==> src/rtl/seq_gen_pkg.sv <==
// Shared types and helpers for the serial pattern transmitter.
package seq_gen_pkg;

   typedef enum logic [1:0] {
      ST_IDLE  = 2'd0,
      ST_SHIFT = 2'd1,
      ST_GAP   = 2'd2,
      ST_DONE  = 2'd3
   } state_e;

   localparam int unsigned REP_W = 4;

   // Lengths beyond the pattern register are sent as a full-width pattern.
   function automatic int unsigned clamp_len(input int unsigned len, input int unsigned width);
      if (len > width) begin
         return width;
      end else begin
         return len;
      end
   endfunction

endpackage

==> src/rtl/seq_tick_gen.sv <==
// Bit-period prescaler: strobes bit_end_o on the last cycle of every bit period.
module seq_tick_gen #(
   parameter int unsigned BIT_DIV = 1
) (
   input  logic clk,
   input  logic rst_n,
   input  logic restart_i,
   output logic bit_end_o
);

   localparam int unsigned     CNT_W = (BIT_DIV > 1) ? $clog2(BIT_DIV) : 1;
   localparam logic [CNT_W-1:0] LAST = CNT_W'(BIT_DIV - 1);

   logic [CNT_W-1:0] cnt_q;
   logic [CNT_W-1:0] cnt_d;

   // With BIT_DIV=1 the counter never leaves zero, so bit_end_o stays high.
   always_comb begin
      cnt_d = cnt_q;
      if (restart_i || (cnt_q == LAST)) begin
         cnt_d = '0;
      end else begin
         cnt_d = cnt_q + CNT_W'(1);
      end
   end

   // Cycle counter register.
   always_ff @(posedge clk) begin
      if (!rst_n) begin
         cnt_q <= '0;
      end else begin
         cnt_q <= cnt_d;
      end
   end

   assign bit_end_o = (cnt_q == LAST);

endmodule

==> src/rtl/seq_generator.sv <==
// Serial pattern transmitter: shifts a loaded pattern out MSB-first on w,
// repeating it with optional idle gaps between repetitions.
module seq_generator
   import seq_gen_pkg::*;
#(
   parameter int unsigned WIDTH   = 16,
   parameter int unsigned LEN_W   = 5,
   parameter int unsigned BIT_DIV = 1,
   parameter int unsigned GAP     = 0
) (
   input  logic             clk,
   input  logic             rst_n,
   input  logic             load_valid,
   output logic             load_ready,
   input  logic [WIDTH-1:0] pattern,
   input  logic [LEN_W-1:0] length,
   input  logic [REP_W-1:0] repeat_cnt,
   input  logic             abort,
   output logic             w,
   output logic             busy,
   output logic             done
);

   localparam int unsigned IDX_W = (WIDTH > 1) ? $clog2(WIDTH) : 1;
   localparam int unsigned GAP_W = (GAP > 1) ? $clog2(GAP) : 1;

   state_e           state_q, state_d;
   logic [WIDTH-1:0] pat_q, pat_d;
   logic [LEN_W-1:0] len_q, len_d;
   logic [IDX_W-1:0] idx_q, idx_d;
   logic [REP_W-1:0] rep_q, rep_d;
   logic [GAP_W-1:0] gap_q, gap_d;
   logic             w_q, w_d;
   logic             busy_q, busy_d;
   logic             done_q, done_d;

   logic             accept_s;
   logic             bit_end_s;
   logic             restart_s;
   logic [LEN_W-1:0] len_clamp_s;
   logic [IDX_W-1:0] reload_idx_s;

   assign load_ready   = (state_q == ST_IDLE) && !abort && rst_n;
   assign accept_s     = load_valid && load_ready;
   assign len_clamp_s  = LEN_W'(clamp_len(32'(length), WIDTH));
   assign reload_idx_s = IDX_W'(len_q - LEN_W'(1));

   // Every state change (accept, wrap into GAP, return to SHIFT) starts a fresh bit period.
   assign restart_s = (state_d != state_q);

   seq_tick_gen #(
      .BIT_DIV (BIT_DIV)
   ) u_tick (
      .clk       (clk),
      .rst_n     (rst_n),
      .restart_i (restart_s),
      .bit_end_o (bit_end_s)
   );

   // Next-state logic for the FSM, bit index, repetition and gap counters.
   always_comb begin
      state_d = state_q;
      pat_d   = pat_q;
      len_d   = len_q;
      idx_d   = idx_q;
      rep_d   = rep_q;
      gap_d   = gap_q;

      case (state_q)
         ST_IDLE: begin
            if (accept_s) begin
               pat_d = pattern;
               len_d = len_clamp_s;
               rep_d = repeat_cnt;
               idx_d = IDX_W'(len_clamp_s - LEN_W'(1));
               if (len_clamp_s != '0) begin
                  state_d = ST_SHIFT;
               end else begin
                  state_d = ST_DONE;
               end
            end else begin
               state_d = ST_IDLE;
            end
         end
         ST_SHIFT: begin
            if (bit_end_s) begin
               if (idx_q != '0) begin
                  idx_d = idx_q - IDX_W'(1);
               end else if (rep_q != '0) begin
                  rep_d = rep_q - REP_W'(1);
                  if (GAP > 0) begin
                     state_d = ST_GAP;
                     gap_d   = GAP_W'(GAP - 1);
                  end else begin
                     idx_d = reload_idx_s;
                  end
               end else begin
                  state_d = ST_DONE;
               end
            end else begin
               state_d = ST_SHIFT;
            end
         end
         ST_GAP: begin
            if (bit_end_s) begin
               if (gap_q == '0) begin
                  state_d = ST_SHIFT;
                  idx_d   = reload_idx_s;
               end else begin
                  gap_d = gap_q - GAP_W'(1);
               end
            end else begin
               state_d = ST_GAP;
            end
         end
         ST_DONE: begin
            state_d = ST_IDLE;
         end
         default: begin
            state_d = ST_IDLE;
         end
      endcase

      if (abort && (state_q != ST_IDLE)) begin
         state_d = ST_IDLE;
      end else begin
         state_d = state_d;
      end
   end

   // Outputs are derived from the next state so they are registered yet aligned with it.
   always_comb begin
      w_d    = 1'b0;
      busy_d = (state_d == ST_SHIFT) || (state_d == ST_GAP);
      done_d = (state_d == ST_DONE);
      if (state_d == ST_SHIFT) begin
         w_d = pat_d[idx_d];
      end else begin
         w_d = 1'b0;
      end
   end

   // State and datapath registers.
   always_ff @(posedge clk) begin
      if (!rst_n) begin
         state_q <= ST_IDLE;
         pat_q   <= '0;
         len_q   <= '0;
         idx_q   <= '0;
         rep_q   <= '0;
         gap_q   <= '0;
         w_q     <= 1'b0;
         busy_q  <= 1'b0;
         done_q  <= 1'b0;
      end else begin
         state_q <= state_d;
         pat_q   <= pat_d;
         len_q   <= len_d;
         idx_q   <= idx_d;
         rep_q   <= rep_d;
         gap_q   <= gap_d;
         w_q     <= w_d;
         busy_q  <= busy_d;
         done_q  <= done_d;
      end
   end

   assign w    = w_q;
   assign busy = busy_q;
   assign done = done_q;

endmodule
==> config.mk <==
export PLATFORM = sky130hd
export DESIGN_NAME = seq_generator
export DESIGN_NICKNAME = d
export VERILOG_FILES = /design/src/rtl/seq_gen_pkg.sv /design/src/rtl/seq_tick_gen.sv /design/src/rtl/seq_generator.sv
export SDC_FILE = /design/constraint.sdc
export NUM_CORES = 1
export LEC_CHECK = 0
export ABC_AREA = 1
export CORE_MARGIN = 2
export CORE_UTILIZATION = 35
export CTS_CLUSTER_SIZE = 12
export DETAILED_ROUTE_END_ITERATION = 8
export DONT_BUFFER_PORTS = 1
export GPL_ROUTABILITY_DRIVEN = 0
export GPL_TIMING_DRIVEN = 1
export PLACE_DENSITY = 0.51
export SLEW_MARGIN = 20
export SYNTH_ARGS = -nofsm -noshare
export SYNTH_HDL_FRONTEND = slang
export SYNTH_SLANG_ARGS = --single-unit
==> constraint.sdc <==
create_clock -name clk -period 2.1 [get_ports clk]
set_input_delay 0 -clock clk [delete_from_list [all_inputs] [get_ports clk]]
set_output_delay 0 -clock clk [all_outputs]
set_load 0.01 [all_outputs]
==> results.json <==
{
  "synth_cell_types": 35,
  "cp.arrival_ns": 2.10,
  "critical_path.startpoint_type": "register",
  "synth_compound_gate_area_share_pct": 10.24,
  "power.density_cell_area_nw_per_um2": 669.2,
  "cap_violations": 0,
  "swShare_pct": 31.81,
  "via_count_of_the_first_global_routing_pass": 1924,
  "cp_data_required_time_ns": 2.27,
  "final.period_utilization_pct": 91.98,
  "synth-main-ff-cell": "dfxtp_1",
  "route.vias.total": 1891,
  "fmax_ghz": 0.5177,
  "grt_setup_unrepaired": "yes",
  "critical_path_startpoint": "state_q[0]",
  "synth_xor_area_share_pct": 2.689,
  "yosys.area_share.adder_pct": 4.481,
  "yosysWarnings": 0,
  "critPathKind": "register to register",
  "min-delay-path-class": "input port to output pin",
  "cp-end-kind": "register",
  "power_frac_seq_pct": 42.6,
  "die_x_um": 78.73,
  "layout_min_cycle_time_ns": 1.932,
  "synth.top_cell.area_share_pct": 34.83,
  "setup_viol": 0,
  "timing.final.max_slew_violations": 0,
  "status": "complete, no violations",
  "synth_simple_gate_area_share_pct": 32.07,
  "final-hold-violation-count": 0,
  "r2r-end": "len_q[3]",
  "worst_reg_to_reg_path_cell_count": 8,
  "clock-root-buffer": "clkbuf_8",
  "gr-total-overflow": 0,
  "reg_clk_slew_reported_paths_ns": 0.07,
  "ys_ff_latch": 34,
  "clk_latency_ns": 0.29,
  "timing.hold.ws_ns": 0.05579,
  "utilization_pct": 45.55,
  "row_count": 27,
  "floorplan.initialDensity_pct": 35.93,
  "synth_top_family_by_area": "simple AND/OR/NAND/NOR gates",
  "p_leak_uw": 0.001214,
  "detail_route.first_pass.iterations": 4,
  "cts.path.max_buffers": 2,
  "grt_util_all_layers_pct": 17.27,
  "syn_to_final_growth_pct": 26.76,
  "synth-seq-area-share_pct": 34.83,
  "worst_ir_drop_vdd_mv": 0.3173,
  "count_of_flip_flops_with_a_built_in_enable_after_synthesis": 0,
  "cts-buffers-inserted": 5,
  "synthesis.nets": 308,
  "finish.net_count": 347,
  "footprint_of_the_multi_input_gates_sq_um": 1159,
  "per_instance_average_area_after_synthesis_sq_um": 7.185,
  "place.detailed.hpwl_um": 3765,
  "post_synth_main_area_contributors": "dfxtp_1 35%, nand2_1 12%, nand3_1 8.7%",
  "route.final.wire_length_um": 5005,
  "n_fill_cell": 600,
  "timing.reg2reg.setup_slack_ns": 0.17,
  "final_std_cells_w_o_fill": 384,
  "floorplan.core_area_sq_um": 5439,
  "fp.dieArea_sq_um": 6198,
  "numClockSinks": 34,
  "post_synth_most_frequent_cells": "60 x nand2_1, 35 x nor2_1, 34 x dfxtp_1, 34 x nand3_1, 24 x inv_1",
  "routed_wire_length_per_instance_um": 13.03,
  "antenna_found_initial": 0,
  "netsw_uw": 527.3,
  "critical_path_peak_fanout": 7,
  "netlist.top_cell.by_area": "dfxtp_1",
  "vias_per_cell": 4.924,
  "die-height_um": 78.73,
  "grt_max_degree": 28,
  "synthMuxAreaShare_pct": 8.195,
  "seqCellArea_sq_um": 685.7,
  "cts_tree": "built",
  "rr_startpoint": "state_q[0]",
  "dp.cells": 346,
  "top_level_ports": 33,
  "clock-skew-final_ns": 0.005476,
  "comb_power_share_pct": 27.1,
  "worst_setup_path_endpoint": "len_q[3]",
  "drt_first_iter_violations": 59,
  "synth_most_common_cell": "nand2_1",
  "detail_route.drc_violations": 0,
  "drive_above_1_share_pct": 13.14,
  "synth-async-reset-ratio_pct": 0,
  "ant_nets": 0,
  "grt_pass1_wl_um": 8493,
  "synthesis.instances": 272,
  "synthesis.area_sq_um": 1954,
  "share_clk_of_total_power_pct": 30.3,
  "power.internal_uw": 1131,
  "insertedDiodeCount": 0,
  "ctsHtreeMaxLevel": 2,
  "io_buffer_count": 0,
  "tns_ns": 0
}
-- cells in the final DEF, fill, tap and decap left out, types with 2 or more instances in the layout --
cell           instances
nor2_1                33
inv_1                 21
a31oi_1                4
clkbuf_8               6
ha_1                   5
nor3_1                 5
xor2_1                 4
dfxtp_1               30
o21ai_0                9
mux2i_1               16
nand3_1               34
xnor2_1                2
dlygate4sd3_1         29
ha_2                   2
nor2_4                 2
inv_2                  4
nor2_2                 2
buf_4                  8
a211oi_1               2
clkinv_1               2
nand2_2                7
a21oi_1               12
dfxtp_2                4
nand2_1               55
-- timing repair --
| item | CTS | global route |
|---|---|---|
| setup buffers | 0 | 1 |
| hold buffers | 29 | 0 |
| resized for setup | 0 | 17 |
| setup endpoints to repair | 0 | 3 |
| hold endpoints to repair | 27 | 0 |
-- critical path: stages (launching register included) --
cell           delay [ns]
dfxtp_2              0.39
nor2_4               0.07
nand3_4              0.12
buf_4                0.18
clkinv_1             0.17
buf_4                0.20
nand3_1              0.06
a21oi_1              0.06
dlygate4sd3_1        0.56
-- metrics by stage --
step | instance area [sq um] | worst slack, ns | total power (uW)
4_1_cts | 2437 | 0.09485 | 1653
5_1_grt | 2477 | 0.008074 | 1778
2_1_floorplan | 1954 | 0.3723 | 1020
6_report | 2477 | 0.1684 | 1658
3_3_place_gp | 2056 | 0.1164 | 1107
3_5_place_dp | 2056 | 0.1036 | 1106
-- final cells by class --
class | count | area share, %
repair buffers | 37 | 14.14
clock inverters | 1 | 0.2020
inverters | 27 | 4.091
multi-input cells | 206 | 46.77
clock buffers | 7 | 3.485
well taps | 72 | 3.636
flip-flops and latches | 34 | 27.68
-- logic make-up (layout without fill, tap and decap cells) --
group                    Yosys count  in the layout
other                              1              1
multiplexers                      16             16
adder cells (fa/ha/maj)            7              7
buffers and inverters             32             72
AO/OA/AOI/OAI                     34             34
AND/OR/NAND/NOR                  142            142
flip-flops                        34             34
XOR/XNOR                           6              6
-- worst min-delay path by stage --
stage	start	to	cells after the start
2_1_floorplan	abort	load_ready	1
3_3_place_gp	abort	load_ready	1
3_5_place_dp	abort	load_ready	1
4_1_cts	abort	load_ready	1
5_1_grt	abort	load_ready	1
6_report	abort	load_ready	1
-- registers in the layout, indices dropped and copies added, names as in the netlist --
name          count
rep_q             4
idx_q             4
len_q             4
pat_q            16
state_q           2
done              1
busy              1
w                 1
u_tick.cnt_q      1
-- power by group through the flow --
stage / combinational (uW) / sequential, uW / clock, uW
after detailed placement: 387 / 719 / 0
final: 450 / 706 / 502
after floorplan: 310 / 710 / 0
after global placement: 388 / 718 / 0
after global routing: 517 / 710 / 551
after CTS: 432 / 704 / 517
-- per-layer routing --
metal / routed length (um) / vias to the layer above / share of wire (%) / global-route usage, %
met5: 0 / - / 0 / 0
met4: 99 / 0 / 2.0 / 6.842
met3: 165 / 10 / 3.3 / 3.636
met2: 2481 / 32 / 50 / 30.60
met1: 2259 / 877 / 45 / 20.27
li1: - / 972 / - / -
Note: power is estimated with default switching activity, not from simulation.
